===== config.mk =====
export PLATFORM = sky130hd
export DESIGN_NAME = fetch_pc_sequencer
export DESIGN_NICKNAME = d
export VERILOG_FILES = /design/src/rtl/fetch_pc_sequencer.sv
export SDC_FILE = /design/constraint.sdc
export NUM_CORES = 1
export LEC_CHECK = 0
export CORE_UTILIZATION = 45
export CTS_BUF_LIST = sky130_fd_sc_hd__clkbuf_8
export DETAILED_ROUTE_END_ITERATION = 10
export PLACE_DENSITY = 0.79
export REMOVE_ABC_BUFFERS = 1
export SYNTH_ARGS = -nofsm -noshare
export SYNTH_HDL_FRONTEND = slang
export SYNTH_SLANG_ARGS = --single-unit

===== constraint.sdc =====
create_clock -name clk -period 3.5 [get_ports clk]
set_input_delay 1.05 -clock clk [delete_from_list [all_inputs] [get_ports clk]]
set_output_delay 1.05 -clock clk [all_outputs]
set_load 0.03 [all_outputs]

===== src/rtl/fetch_pc_sequencer.sv =====
// fetch_pc_sequencer: owns the IF-stage program counter. Each cycle it picks
// the next fetch address from the exception, interrupt, jr, branch and jump
// requests or the sequential pc+4, honours load-use stalls, keeps user code
// out of supervisor space (pc[31]), and captures the return address in epc.
module fetch_pc_sequencer #(
  parameter logic [31:0] RESET_PC = 32'h8000_0000,
  parameter logic [31:0] IRQ_VEC  = 32'h8000_0004,
  parameter logic [31:0] EXC_VEC  = 32'h8000_0008
) (
  input  logic        clk,
  input  logic        reset,
  input  logic        stall,
  input  logic        jump_en,
  input  logic [31:0] jump_target,
  input  logic        branch_en,
  input  logic [31:0] branch_target,
  input  logic        jr_en,
  input  logic [31:0] jr_target,
  input  logic        exception,
  input  logic [31:0] exc_pc,
  input  logic        irq,
  output logic [31:0] pc,
  output logic [31:0] pc_plus4,
  output logic        fetch_valid,
  output logic        flush_if,
  output logic [31:0] epc,
  output logic        epc_we,
  output logic [31:0] fetch_cnt
);

  typedef enum logic {BOOT = 1'b0, RUN = 1'b1} state_t;

  state_t      state_q, state_d;
  logic [31:0] pc_q, pc_d;
  logic [31:0] epc_q, epc_d;
  logic        epc_we_q, epc_we_d;
  logic [31:0] fetch_cnt_q, fetch_cnt_d;

  logic        run;
  logic        user_mode;
  logic        irq_take;
  logic        flow_redirect;
  logic        redirect;
  logic [31:0] seq_pc;
  logic [31:0] jr_pc;
  logic [31:0] branch_pc;
  logic [31:0] jump_pc;
  logic [31:0] flow_pc;

  // Target bit 31 of jump/branch never reaches pc: the current mode is kept.
  logic        unused_target_msb;
  assign unused_target_msb = jump_target[31] ^ branch_target[31];

  // Candidate next addresses and the redirect decision for this cycle
  always_comb begin
    run       = (state_q == RUN);
    user_mode = ~pc_q[31];
    seq_pc    = {pc_q[31], pc_q[30:0] + 31'd4};
    // User code may not raise itself into supervisor space through jr.
    jr_pc     = {jr_target[31] & pc_q[31], jr_target[30:0]};
    branch_pc = {pc_q[31], branch_target[30:0]};
    jump_pc   = {pc_q[31], jump_target[30:0]};

    // Where ordinary control flow goes, ignoring stall; this is also the
    // address an interrupt returns to.
    if (jr_en) begin
      flow_pc = jr_pc;
    end else if (branch_en) begin
      flow_pc = branch_pc;
    end else if (jump_en) begin
      flow_pc = jump_pc;
    end else begin
      flow_pc = seq_pc;
    end

    flow_redirect = jr_en | branch_en | jump_en;
    irq_take      = run & irq & user_mode & ~exception;
    redirect      = run & (exception | irq_take | flow_redirect);
  end

  // Next-state selection by priority: exception, irq, jr/branch/jump, stall, pc+4
  always_comb begin
    state_d     = RUN;
    pc_d        = pc_q;
    epc_d       = epc_q;
    epc_we_d    = 1'b0;
    fetch_cnt_d = fetch_cnt_q;

    if (run) begin
      if (exception) begin
        pc_d     = EXC_VEC;
        epc_d    = exc_pc;
        epc_we_d = 1'b1;
      end else if (irq_take) begin
        pc_d     = IRQ_VEC;
        epc_d    = flow_pc;
        epc_we_d = 1'b1;
      end else if (flow_redirect) begin
        pc_d = flow_pc;
      end else if (!stall) begin
        pc_d = seq_pc;
      end

      // Redirects always advance, even when the pipeline asks to stall.
      if (redirect || !stall) begin
        fetch_cnt_d = fetch_cnt_q + 32'd1;
      end
    end
  end

  // State register with synchronous active-low reset
  always_ff @(posedge clk) begin
    if (!reset) begin
      state_q     <= BOOT;
      pc_q        <= RESET_PC;
      epc_q       <= 32'h0;
      epc_we_q    <= 1'b0;
      fetch_cnt_q <= 32'h0;
    end else begin
      state_q     <= state_d;
      pc_q        <= pc_d;
      epc_q       <= epc_d;
      epc_we_q    <= epc_we_d;
      fetch_cnt_q <= fetch_cnt_d;
    end
  end

  assign pc          = pc_q;
  assign pc_plus4    = seq_pc;
  assign fetch_valid = (state_q == RUN);
  assign flush_if    = redirect;
  assign epc         = epc_q;
  assign epc_we      = epc_we_q;
  assign fetch_cnt   = fetch_cnt_q;

endmodule


==> summary.md <==
| Metric | Value |
|---|---|
| Row Count | `43` |
| Compound-cell area share of the yosys netlist | `0.2469` |
| Final Slew Violations | `0` |
| First-pass GRT wire length | `40090 um` |
| Cts hold-fix bufs | `0` |
| Clk pwr share | `0.265` |
| Flop pwr share | `0.417` |
| Initial antenna violation count | `4` |
| Relative slew slack | `0.4696` |
| Worst Hold Class | `reg2reg` |
| Setup TNS | `0 ps` |
| Commonest non-fill, non-tap cell in the layout | `clkdlybuf4s50_1` |
| Vias per cell | `6.030` |
| Sequential fraction of the synthesis area | `0.3031` |
| Syn. warnings | `0` |
| Worst setup path class | `in2out` |
| Mapped Cells | `around 860` |
| CTS tree | `yes` |
| Synth area leader | `dfxtp_1` |
| Place WS | `around 45 ps` |
| Post-synthesis register bit count | `98` |
| Crit. Startpoint | `jump_en` |
| Drt pass-1 iters | `8` |
| Area contributors post-synth | `dfxtp_1, nand2_1, o21ai_0` |
| Root buffer cell | `clkbuf_8` |
| Post_cts resized | `7` |
| Mux contribution to synthesized area | `0.03518` |
| Setup bufs post-CTS | `0` |
| RSZ-0062 raised after global routing | `false` |
| H-tree Lvls | `3` |
| Port bufs | `264` |
| Slowest stage delay, CP | `~470 ps` |
| CP arrival | `2400 ps` |
| Crit path to | `flush_if` |
| Clk pin slew, worst setup/hold paths | `100 ps` |
| FF-to-FF End | `epc[27]` |
| Layout cells sized above 1 | `0.1127` |
| Comb pwr share | `0.317` |
| Min cycle time layout | `3451 ps` |
| Wire per inst | `approximately 20 um` |
| CTS Buf Count | `9` |
| Max clock buf depth | `2` |
| Tot GR Track Use | `0.3494` |
| Yosys cell types | `67` |
| Max-Cap Viols | `0` |
| Largest family of logic cells by synthesized area | `simple AND/OR/NAND/NOR gates` |
| Top_reg_cell synth | `dfxtp_1` |
| Clk Latency, worst-skew pair | `approximately 380 ps` |
| Sw Ratio | `0.3386` |
| Die height | `between 100 and 150 um` |
| Post-synthesis adder-cell area fraction | `0.003866` |
| Horiz. Die Dim | `approximately 120 um` |
| Async SR Flop Fraction | `0` |
| Largest net degree at the start of global routing | `46` |
| Max FO, Critical Path | `4` |
| Max Fclk | `approximately 290 MHz` |
| Area delta synth->final | `51.11%` |
| Reg2reg setup slack | `between 800 and 900 ps` |
| Post-Synth Simple-Gate Area | `0.2882` |
| Drt drc | `0` |
| PnR worst setup slack | `49.04 ps` |
| Vias in the first global route | `around 7500` |
| Clock sink total | `between 90 and 100` |
| Hold Vio Cnt, Final | `0` |
| Post-DP HPWL | `slightly below 20000 um` |
| Reg2reg path depth | `6` |
| # setup viols final | `0` |
| Share of the synthesized area in the top cell type | `0.3031` |
| Power per cell area | `296.4 nW/um^2` |
| Switching Power | `approximately 0.00098 W` |
| Post-Synthesis Cell Area | `6472 sq um` |
| Setup crit start kind | `input pin` |
| Grt total ovfl | `0` |
| Initial Util | `0.4645` |
| Skew final | `approximately 11 ps` |
| Post-synth EDFFs | `0` |
| I/O pins | `between 200 and 300` |
| Synth Area per Inst | `between 7 and 8 sq um` |
| Fin util | `0.7019` |
| Slowest cell on crit path | `clkdlybuf4s50_1` |
| Nets | `1270` |
| Most frequent cells in the layout | `clkdlybuf4s50_1, nand2_1, dfxtp_1, buf_4, nor2_1` |
| Antenna viol nets, final | `0` |
| Drt total wl | `~26000 um` |
| DR iter-0 viols | `between 700 and 800` |
| P_int | `between 0.0015 and 0.002 W` |
| GPL Wtd Cong | `0.9651` |
| Final period util | `0.9860` |
| Vias | `7959` |
| Slew of the pin with the lowest slew margin | `about 790 ps` |
| Core area | `13930 sq um` |
| Lkg Pwr | `approximately 3.7 nW` |
| Worst EP required | `~2500 ps` |
| Worst Setup End Kind | `primary output` |
| Worst-path cell chain | `clkdlybuf4s50_1 -> or3_1 -> a21oi_2 -> inv_1 -> buf_4` |
| Reg2Reg Launch Point | `fetch_valid` |
| Outcome | `finished, final reports clean` |
| Die area | `14870 sq um` |
| Worst-case vdd ir drop | `~190 uV` |
| XOR/XNOR Fraction of Synth Area | `0.06495` |
registers in the layout, indices dropped and copies added, names as in the netlist:
| name | count |
|---|---|
| epc | 32 |
| epc_we | 1 |
| pc | 32 |
| fetch_cnt | 32 |
| fetch_valid | 1 |
stage by stage:
stage               std cells  power (W)  instance area [sq um]  hold slack, ps
CTS                      1316   0.002883                   9746           465.9
floorplan                 790   0.001632                   6192           580.4
global placement         1301   0.002131                   9562           441.0
global route             1320   0.002991                   9781           506.5
detailed placement       1301   0.002140                   9562           449.0
finish                   1320   0.002899                   9781           465.7
power groups by stage:
stage          Clock [W]  Sequential, W  Combinational, W
2_1_floorplan          0        0.00134          0.000287
5_1_grt         0.000803        0.00122          0.000972
6_report        0.000769        0.00121          0.000920
3_3_place_gp           0        0.00123          0.000900
3_5_place_dp           0        0.00123          0.000908
4_1_cts         0.000765        0.00121          0.000910
cell families (layout without fill, tap and decap cells):
kind of cell,Yosys count,after routing
xor+xnor,48,48
compound gates,232,232
simple gates,363,363
fa+ha+maj,2,2
mux,22,22
buf+inv,93,371
other cells,0,4
flops,98,98
worst max-delay path: cells and delay by family:
family / cells / cell delay (ps)
buf+inv: 3 / 690
simple gates: 1 / 440
compound gates: 1 / 220
worst min path at each step:
| stage | startpoint | to | slack (ps) | depth (start not counted) |
|---|---|---|---|---|
| finish | epc[31] | epc[31] | 470 | 2 |
| global placement | epc[31] | epc[31] | 440 | 2 |
| CTS | epc[31] | epc[31] | 470 | 2 |
| floorplan | epc[31] | epc[31] | 580 | 2 |
| detailed placement | epc[31] | epc[31] | 450 | 2 |
| global route | epc[2] | epc[2] | 510 | 2 |
layer usage:
layer / routed length [um] / vias up / GRT usage
met3: 2551 / 66 / 0.05758
met2: 12050 / 450 / 0.5590
met4: 910 / 0 / 0.1721
li1: - / 3728 / -
met1: 10660 / 3715 / 0.4537
met5: 0 / - / 0
area by class of cell:
type,count,area [sq um]
fill,1205,4154
tap,180,225.2
timing repair buffer,331,3134
clock inverter,6,68.82
antenna,4,10.01
clock buffer,9,123.9
multi-input combinational,667,4159
sequential,98,1966
inverter,25,93.84
cell usage after synthesis (all sizes together) (4+ instances only):
cell and count:
nor2b 12, o2bb2ai 5, o211a 7, o311a 4, o211ai 7, and2 7, o31a 10, a21oi 39
and3 14, mux2i 16, nand4b 4, nor3 20, nand2b 4, a221o 6, mux2 6, xor2 30
a221oi 6, a31oi 14, o221ai 4, a211oi 5, o21a 8, clkbuf 49, nor2 65, o22ai 4
nor4 18, a31o 4, nand4 27, o21ai 60, nor3b 13, dfxtp 98, a22o 5, or3 14
and4 8, xnor2 18, nand3 49, a311oi 5, nand2 97, o31ai 12, inv 23, buf 19
a22oi 6, or4 6
(Power assumes the default switching activity.)
